==> src/rtl/note_event_recorder_if.sv <==
// Record handshake from the note event recorder to note memory.
// The recorder drives valid/data and holds both stable until ready is seen.
interface note_event_recorder_if #(
    parameter int REC_W = 63
);
    logic             rec_valid;
    logic             rec_ready;
    logic [REC_W-1:0] rec_data;

    modport master (output rec_valid, output rec_data, input rec_ready);
    modport slave  (input rec_valid, input rec_data, output rec_ready);
endinterface

==> src/rtl/note_event_recorder.sv <==
// Timestamps key presses/releases and emits one {note, start, end} record per completed note.
//   state | meaning
//   EMPTY | output register free, loads the lowest pending note
//   FULL  | record presented, held until accepted
module note_event_recorder #(
    parameter int CLK_HZ    = 50000000,
    parameter int TICK_HZ   = 1000,
    parameter int NUM_NOTES = 24,
    parameter int TS_W      = 29,
    parameter int NOTE_W    = 5
) (
    input  logic                  CLOCK_50,
    input  logic                  reset,
    input  logic                  rec_en_i,
    input  logic                  rec_clear_i,
    input  logic [NUM_NOTES-1:0]  note_keys_i,
    output logic [TS_W-1:0]       timestamp_o,
    output logic                  drop_flag_o,
    output logic                  ts_sat_o,
    output logic                  busy_o,
    note_event_recorder_if.master rec_if
);

    localparam int DIV_TC = CLK_HZ / TICK_HZ - 1;
    localparam int DIV_W  = (DIV_TC > 0) ? $clog2(DIV_TC + 1) : 1;
    localparam int REC_W  = NOTE_W + 2 * TS_W;

    localparam logic [DIV_W-1:0] DIV_TC_V = DIV_W'(DIV_TC);
    localparam logic [TS_W-1:0]  TS_MAX   = '1;
    localparam logic [TS_W-1:0]  TS_PRE   = TS_MAX - TS_W'(1);

    typedef enum logic {EMPTY, FULL} state_t;

    logic [NUM_NOTES-1:0] key_s1_q, key_s2_q, key_d_q;
    logic [NUM_NOTES-1:0] rise, fall;
    logic [NUM_NOTES-1:0] active_q, active_d;
    logic [NUM_NOTES-1:0] pending_q, pending_d;
    logic [NUM_NOTES-1:0] start_we, end_we;
    logic [NUM_NOTES-1:0] sel_oh, pend_clr;
    logic [TS_W-1:0]      start_q [NUM_NOTES];
    logic [TS_W-1:0]      end_q   [NUM_NOTES];
    logic [DIV_W-1:0]     div_q;
    logic [TS_W-1:0]      ts_q;
    logic                 drop_q, drop_d;
    logic                 sat_q;
    logic [NOTE_W-1:0]    sel_idx;
    logic [REC_W-1:0]     sel_rec;
    logic                 take, load;
    state_t               state_q;
    logic                 rec_valid_q;
    logic [REC_W-1:0]     rec_data_q;

    assign rise = key_s2_q & ~key_d_q;
    assign fall = ~key_s2_q & key_d_q;

    // Lowest pending note wins the output register.
    assign sel_oh = pending_q & (~pending_q + NUM_NOTES'(1));

    always_comb begin
        sel_idx = '0;
        for (int k = NUM_NOTES - 1; k >= 0; k--) begin
            if (pending_q[k]) begin
                sel_idx = NOTE_W'(k);
            end
        end
    end

    assign sel_rec  = {sel_idx, start_q[sel_idx], end_q[sel_idx]};
    assign take     = (state_q == EMPTY) || (rec_valid_q && rec_if.rec_ready);
    assign load     = take && (|pending_q) && !rec_clear_i;
    assign pend_clr = load ? sel_oh : '0;

    always_comb begin
        active_d  = active_q;
        pending_d = pending_q & ~pend_clr;
        drop_d    = drop_q;
        start_we  = '0;
        end_we    = '0;
        for (int k = 0; k < NUM_NOTES; k++) begin
            if (!rec_en_i) begin
                // Recording stopped: close every open note at the frozen time.
                if (active_q[k]) begin
                    active_d[k]  = 1'b0;
                    pending_d[k] = 1'b1;
                    end_we[k]    = 1'b1;
                end
            end else if (rise[k]) begin
                if (pending_q[k]) begin
                    drop_d = 1'b1;
                end else if (!active_q[k]) begin
                    active_d[k] = 1'b1;
                    start_we[k] = 1'b1;
                end
            end else if (fall[k] && active_q[k]) begin
                active_d[k]  = 1'b0;
                pending_d[k] = 1'b1;
                end_we[k]    = 1'b1;
            end
        end
    end

    always_ff @(posedge CLOCK_50 or posedge reset) begin
        if (reset) begin
            key_s1_q  <= '0;
            key_s2_q  <= '0;
            key_d_q   <= '0;
            div_q     <= '0;
            ts_q      <= '0;
            active_q  <= '0;
            pending_q <= '0;
            drop_q    <= 1'b0;
            sat_q     <= 1'b0;
            for (int k = 0; k < NUM_NOTES; k++) begin
                start_q[k] <= '0;
                end_q[k]   <= '0;
            end
        end else begin
            key_s1_q <= note_keys_i;
            key_s2_q <= key_s1_q;
            key_d_q  <= key_s2_q;
            if (rec_clear_i) begin
                div_q     <= '0;
                ts_q      <= '0;
                active_q  <= '0;
                pending_q <= '0;
                drop_q    <= 1'b0;
                sat_q     <= 1'b0;
            end else begin
                if (rec_en_i) begin
                    if (div_q == DIV_TC_V) begin
                        div_q <= '0;
                        if (ts_q != TS_MAX) begin
                            ts_q <= ts_q + TS_W'(1);
                        end
                        if (ts_q >= TS_PRE) begin
                            sat_q <= 1'b1;
                        end
                    end else begin
                        div_q <= div_q + DIV_W'(1);
                    end
                end
                active_q  <= active_d;
                pending_q <= pending_d;
                drop_q    <= drop_d;
                for (int k = 0; k < NUM_NOTES; k++) begin
                    if (start_we[k]) begin
                        start_q[k] <= ts_q;
                    end
                    if (end_we[k]) begin
                        end_q[k] <= ts_q;
                    end
                end
            end
        end
    end

    always_ff @(posedge CLOCK_50 or posedge reset) begin
        if (reset) begin
            state_q     <= EMPTY;
            rec_valid_q <= 1'b0;
            rec_data_q  <= '0;
        end else if (rec_clear_i) begin
            state_q     <= EMPTY;
            rec_valid_q <= 1'b0;
        end else begin
            case (state_q)
                EMPTY: begin
                    if (load) begin
                        state_q     <= FULL;
                        rec_valid_q <= 1'b1;
                        rec_data_q  <= sel_rec;
                    end
                end
                FULL: begin
                    if (rec_if.rec_ready) begin
                        if (load) begin
                            rec_data_q <= sel_rec;
                        end else begin
                            state_q     <= EMPTY;
                            rec_valid_q <= 1'b0;
                        end
                    end
                end
                default: state_q <= EMPTY;
            endcase
        end
    end

    assign rec_if.rec_valid = rec_valid_q;
    assign rec_if.rec_data  = rec_data_q;
    assign timestamp_o      = ts_q;
    assign drop_flag_o      = drop_q;
    assign ts_sat_o         = sat_q;
    assign busy_o           = (|active_q) || (|pending_q) || rec_valid_q;

endmodule
==> src/flat_wrapper.sv <==
// flat-port wrapper written by rule: the top's interface ports become plain ports
module note_event_recorder_flat 
#(
    parameter int CLK_HZ    = 50000000,
    parameter int TICK_HZ   = 1000,
    parameter int NUM_NOTES = 24,
    parameter int TS_W      = 29,
    parameter int NOTE_W    = 5
)
  (CLOCK_50, reset, rec_en_i, rec_clear_i, note_keys_i, timestamp_o, drop_flag_o, ts_sat_o, busy_o, rec_if_rec_valid, rec_if_rec_data, rec_if_rec_ready);
  note_event_recorder_if rec_if_i ();
  input  logic CLOCK_50;
  input  logic reset;
  input  logic rec_en_i;
  input  logic rec_clear_i;
  input  logic [NUM_NOTES-1:0] note_keys_i;
  output logic [TS_W-1:0] timestamp_o;
  output logic drop_flag_o;
  output logic ts_sat_o;
  output logic busy_o;
  output wire logic [$bits(rec_if_i.rec_valid)-1:0] rec_if_rec_valid;
  output wire logic [$bits(rec_if_i.rec_data)-1:0] rec_if_rec_data;
  input wire logic [$bits(rec_if_i.rec_ready)-1:0] rec_if_rec_ready;
  assign rec_if_rec_valid = rec_if_i.rec_valid;
  assign rec_if_rec_data = rec_if_i.rec_data;
  assign rec_if_i.rec_ready = rec_if_rec_ready;
  note_event_recorder #(.CLK_HZ(CLK_HZ), .TICK_HZ(TICK_HZ), .NUM_NOTES(NUM_NOTES), .TS_W(TS_W), .NOTE_W(NOTE_W)) u_core (.CLOCK_50(CLOCK_50), .reset(reset), .rec_en_i(rec_en_i), .rec_clear_i(rec_clear_i), .note_keys_i(note_keys_i), .timestamp_o(timestamp_o), .drop_flag_o(drop_flag_o), .ts_sat_o(ts_sat_o), .busy_o(busy_o), .rec_if(rec_if_i));
endmodule
==> config.mk <==
export PLATFORM = sky130hd
export DESIGN_NAME = note_event_recorder_flat
export DESIGN_NICKNAME = d
export VERILOG_FILES = /design/src/rtl/note_event_recorder_if.sv /design/src/rtl/note_event_recorder.sv /design/src/flat_wrapper.sv
export SDC_FILE = /design/constraint.sdc
export NUM_CORES = 2
export LEC_CHECK = 0
export BUFFER_PORTS_ARGS = -buffer_cell sky130_fd_sc_hd__buf_2
export CAP_MARGIN = 10
export CELL_PAD_IN_SITES_DETAIL_PLACEMENT = 0
export CELL_PAD_IN_SITES_GLOBAL_PLACEMENT = 1
export CORE_ASPECT_RATIO = 1.25
export CORE_UTILIZATION = 35
export CTS_CLUSTER_SIZE = 16
export DETAILED_ROUTE_END_ITERATION = 6
export GPL_ROUTABILITY_DRIVEN = 0
export HOLD_SLACK_MARGIN = 0.08
export PLACE_DENSITY = 0.69
export SYNTH_ARGS = -nofsm -noshare
export SYNTH_HDL_FRONTEND = slang
export SYNTH_SLANG_ARGS = --single-unit
==> constraint.sdc <==
create_clock -name CLOCK_50 -period 68.8 [get_ports CLOCK_50]
set_input_delay 3.44 -clock CLOCK_50 [delete_from_list [all_inputs] [get_ports CLOCK_50]]
set_output_delay 3.44 -clock CLOCK_50 [all_outputs]
set_load 0.05 [all_outputs]
# Yosys cells after proc, flatten, opt, wreduce, memory -nomap -nowiden
# Cells that the tools add are included.
# totals
word_cells,779
in_bits,29
register_bits,1624
# op_classes
bitwise_logic,11
eq_ne,54
order_cmp,2
reduce_logical,113
addsub,3
n_mux,513
# op_table
op,count
$mux W1,468
$bmux W29 S5,2
$mux W29,8
$reduce_and A2 Y1,73
$mux W63,2
$pmux W63 S2,1
$mux W5,24
$and A24 B24 Y24,4
$ne A4 B1 Y1 const B,24
$ne A4 B4 Y1 const B,24
$not A24 Y24,4
$mux W24,3
$mux W16,3
$reduce_or A24 Y1,2
$add A29 B1 Y29 const B,1
$ge A29 B29 Y1 const B,1
$ne A29 B29 Y1 const B,1
$logic_and A1 B1 Y1,27
$add A24 B1 Y24 const B,1
$add A16 B1 Y16 const B,1
$eq A16 B16 Y1 const B,1
$reduce_and A3 Y1,3
$reduce_bool A2 Y1,4
$ge A6 B6 Y1 const B,1
8 further kinds,13

# Longest topological paths before layout
# depth
depth_word,74
mapped_depth,13

# Worst setup path before layout
# OpenSTA, ideal clock, no wires.
# synth_timing
kind,reg2out
start,register u_core.pending_q[5]
end,output port busy_o
path_buffers,1
slack_ns,63.429
required_time_ns,65.360
path_stages_with_launch,5
arrival_time_ns,1.931
path_cell_list,dfrtp_1 > buf_4 > nor4_4 > nand4_2 > or4_1
# synth_via
elab_chain_cells,3
# synth_lines
element,line,rtl
from (decl),note_event_recorder.sv:37,"logic [NUM_NOTES-1:0] pending_q, pending_d;"
from (signal assigned),note_event_recorder.sv:143,pending_q <= pending_d;
$reduce_or A24 Y1,note_event_recorder.sv:194,assign busy_o = (|active_q) || (|pending_q) || rec_valid_q;
$logic_or A1 B1 Y1 (2 in a row),note_event_recorder.sv:194,
to (decl),flat_wrapper.sv:20,output logic busy_o;
# No other way between the ends.

# Worst setup path after layout
# layout_timing
start,input port rec_if_rec_ready
end,"register u_core.rec_data_q[39], in the netlist u_core.rec_if.rec_data[39]"
# layout_via
elab_chain_cells,7
elab_cells_between_ends,9
classes_between,1 x eq/ne; 3 x mux; 5 x reduce/logical
# layout_lines
element,line,rtl
from (decl),flat_wrapper.sv:23,input wire logic [$bits(rec_if_i.rec_ready)-1:0] rec_if_rec_ready;
$logic_and A1 B1 Y1,note_event_recorder.sv:69,assign take = (state_q == EMPTY) || (rec_valid_q && rec_if.rec_ready);
$logic_or A1 B1 Y1,note_event_recorder.sv:69,
$logic_and A1 B1 Y1 (2 in a row),note_event_recorder.sv:70,assign load = take && (|pending_q) && !rec_clear_i;
$mux W63 (2 in a row),-,
$pmux W63 S2,-,
to (signal assigned),note_event_recorder.sv:171,rec_data_q <= sel_rec;
to (signal assigned),note_event_recorder.sv:177,rec_data_q <= sel_rec;
to (decl),note_event_recorder.sv:51,logic [REC_W-1:0] rec_data_q;
# Parallel ways exist; a longest one is shown, timed or not. The select of a mux whose other input is x is not followed.
# A chain may end at the register's enable or synchronous reset.

==> flow_metrics.tcl <==
set metrics [dict create \
    run_status "finished with violations" \
    failed_checks "DRC" \
    p_leak_nw 38.3 \
    rr_worst_depth 11 \
    yosysMostFrequentCell "dfrtp_1" \
    fin_crit_ns 6.87 \
    cp-start-kind "primary input" \
    synth.area.top_cells "dfrtp_1 55%, mux2_2 20%, nand3_1 3.7%" \
    synth_top_area_share_pct 55.3 \
    r2r-start "u_core.pending_q[6]" \
    grt_pass1_vias 50200 \
    cts.sinks 1624 \
    ant_nets 0 \
    die_area_sq_um 212000 \
    vias 49300 \
    synth-main-ff-cell "dfrtp_1" \
    p_per_area_nw_per_um2 28.6 \
    relSlewSlack_pct 18.8 \
    cp-startpoint "rec_if_rec_ready" \
    cts.hold.buffers_added 0 \
    hp-start "u_core.key_s1_q[15]" \
    hp-class "register to register" \
    worst_setup_hold_path_clk_slew_ns 0.06 \
    die_w_um 412 \
    wl_per_cell_um 26.2 \
    initial_core_util_pct 35.3 \
    grt_start_max_net_pins 198 \
    whs_path_depth 0 \
    grt_usage_pct 21.3 \
    synthArstFlopShare_pct 100 \
    yosysTopAreaCell "dfrtp_1" \
    final_nets 5812 \
    drv_cap 0 \
    die_y_um 514 \
    wirelength_um 226000 \
    cts_tree "done" \
    overflow 0 \
    fin_skew_ns 0.0458 \
    syn_inst 5947 \
    critPathMaxFanout 37 \
    first_iter_violations 4196 \
    syn-cell-area_sq_um 73500 \
    cp.required_ns 69.54 \
    drv_slew 0 \
    worst-slew-pin-transition_ns 1.22 \
    syn_to_final_growth_pct 11.3 \
    numPortBuffers 124 \
    drc_errors 1 \
    h-tree-depth 4 \
    ir_worst_vdd_v 0.0000287 \
    drt-vias-per-instance 5.69 \
    numCtsBuffers 174 \
    avgSynthCellArea_sq_um 12.4 \
    clock-root-buffer "clkbuf_16" \
    critPathKind "primary input to register" \
    fp-row-count 187 \
    drt_first_pass_iters 7 \
    yosys_warnings 0 \
    clockBufferDepth 3 \
    ys_ff_latch 1624 \
    ios 125 \
    cts_setup_buffers 0 \
    dpl.hpwl_um 125000 \
    clk_latency_ns 0.83 \
    layout-drive-gt1-share_pct 33.5 \
    core_sq_um 208000 \
    synthTopCellsByCount "1624 x dfrtp_1, 1296 x mux2_2, 578 x nand2_1" \
    cts_resized 0 \
    crit_arrival_ns 7.61 \
    synth_edf_count 0 \
    cp-end-kind "register" \
    fmax_ghz 0.146 \
    finalPower_mw 2.34 \
    syn_nets 5979 \
    finalSetupViolCount 0 \
    hold_viol 0 \
    synth.yosys.seq_area_share_pct 55.3 \
    rsz0062_at_grt "no" \
    grt_pass1_wl_um 339000 \
    setup_tns_ns 0 \
    ys_types 73 \
    finalCritPeriodShare_pct 9.99 \
    antenna_found_initial 10 \
]
==> state kept, by name, indices dropped and copies added, names as in the netlist <==
signal,count
u_core.active_q,24
u_core.div_q,16
u_core.drop_flag_o,1
u_core.end_q,696
u_core.key_d_q,24
u_core.key_s1_q,24
u_core.key_s2_q,24
u_core.pending_q,24
u_core.rec_if.rec_data,63
u_core.rec_if.rec_valid,1
u_core.start_q,696
u_core.state_q,1
u_core.timestamp_o,29
u_core.ts_sat_o,1
==> metal layers <==
metal | wire, um | global-route usage, % | part of all wire, %
met5 | 0 | 0 | 0
met4 | 6400 | 6.49 | 2.8
met3 | 11700 | 3.18 | 5.2
met2 | 110000 | 35.5 | 49
met1 | 98100 | 28.4 | 43
==> worst max-delay path, cell delays in order <==
cell	delay [ns]
buf_2	0.12
nand2_1	0.06
a21oi_1	0.85
o21a_1	0.72
nand2b_1	0.38
nor2_4	0.80
buf_4	0.78
a221oi_1	0.20
nand3_1	0.14
==> power breakdown <==
| group | leakage, nW | internal [mW] | switching, mW |
|---|---|---|---|
| Clock | 2.83 | 0.550 | 0.395 |
| Combinational | 13.1 | 0.0855 | 0.292 |
| Sequential | 22.3 | 0.988 | 0.0316 |
==> kinds of logic after synthesis <==
kind of cell | synth area share (%)
DFF | 55.3
muxes | 23.8
and+or+nand+nor | 9.30
AOI/OAI and AO/OA | 7.38
buffers and inverters | 3.80
xor gates and xnor gates | 0.441
adders and majority gates | 0.0510
==> through the flow <==
stage | util [%] | cell area (sq um) | instances | setup WS [ns] | hold slack [ns]
after detailed placement | 36.6 | 76100 | 8344 | 61.21 | 0.336
after floorplan | - | 73500 | 5947 | 19.53 | 0.331
after CTS | 39.3 | 81900 | 8654 | 61.95 | 0.347
final | 39.3 | 81900 | 8658 | 61.93 | 0.345
after global routing | 39.3 | 81900 | 8655 | 61.81 | 0.354
after global placement | 36.6 | 76100 | 8344 | 61.30 | 0.337
==> layout make-up <==
type / instances / area (sq um)
Sequential cell: 1624 / 40700
Clock inverter: 43 / 537
Fill cell: 19800 / 126000
Tap cell: 2740 / 3430
Multi-Input combinational cell: 3699 / 30200
Clock buffer: 267 / 5200
Antenna cell: 4 / 10.0
Inverter: 23 / 93.8
Timing Repair Buffer: 258 / 1710
==> layout by cell type (no fill, tap or decap), types with 57 or more instances in the layout <==
cell type,netlist,routed
a221oi_1,57,57
a311oi_1,57,57
buf_2,96,124
buf_4,38,127
clkbuf_16,0,178
dfrtp_1,1624,1608
mux2_2,1296,1296
mux2i_1,169,169
nand2_1,578,578
nand2b_1,58,58
nand3_1,543,542
nor2_1,97,94
o211ai_1,167,167
o21ai_0,107,107
==> path summary, 6_finish.rpt <==
kind	to	slack, ns
setup / recovery	u_core.rec_if.rec_data[39]	61.93
hold / removal	u_core.key_s2_q[15]	0.34
setup reg to reg	u_core.rec_if.rec_data[10]	63.05
hold reg to reg	u_core.key_s2_q[15]	0.34
max in group asynchronous	u_core.end_q[305]	62.65
min in group asynchronous	u_core.active_q[11]	2.76
No activity file was read; power rests on OpenSTA's default activity.
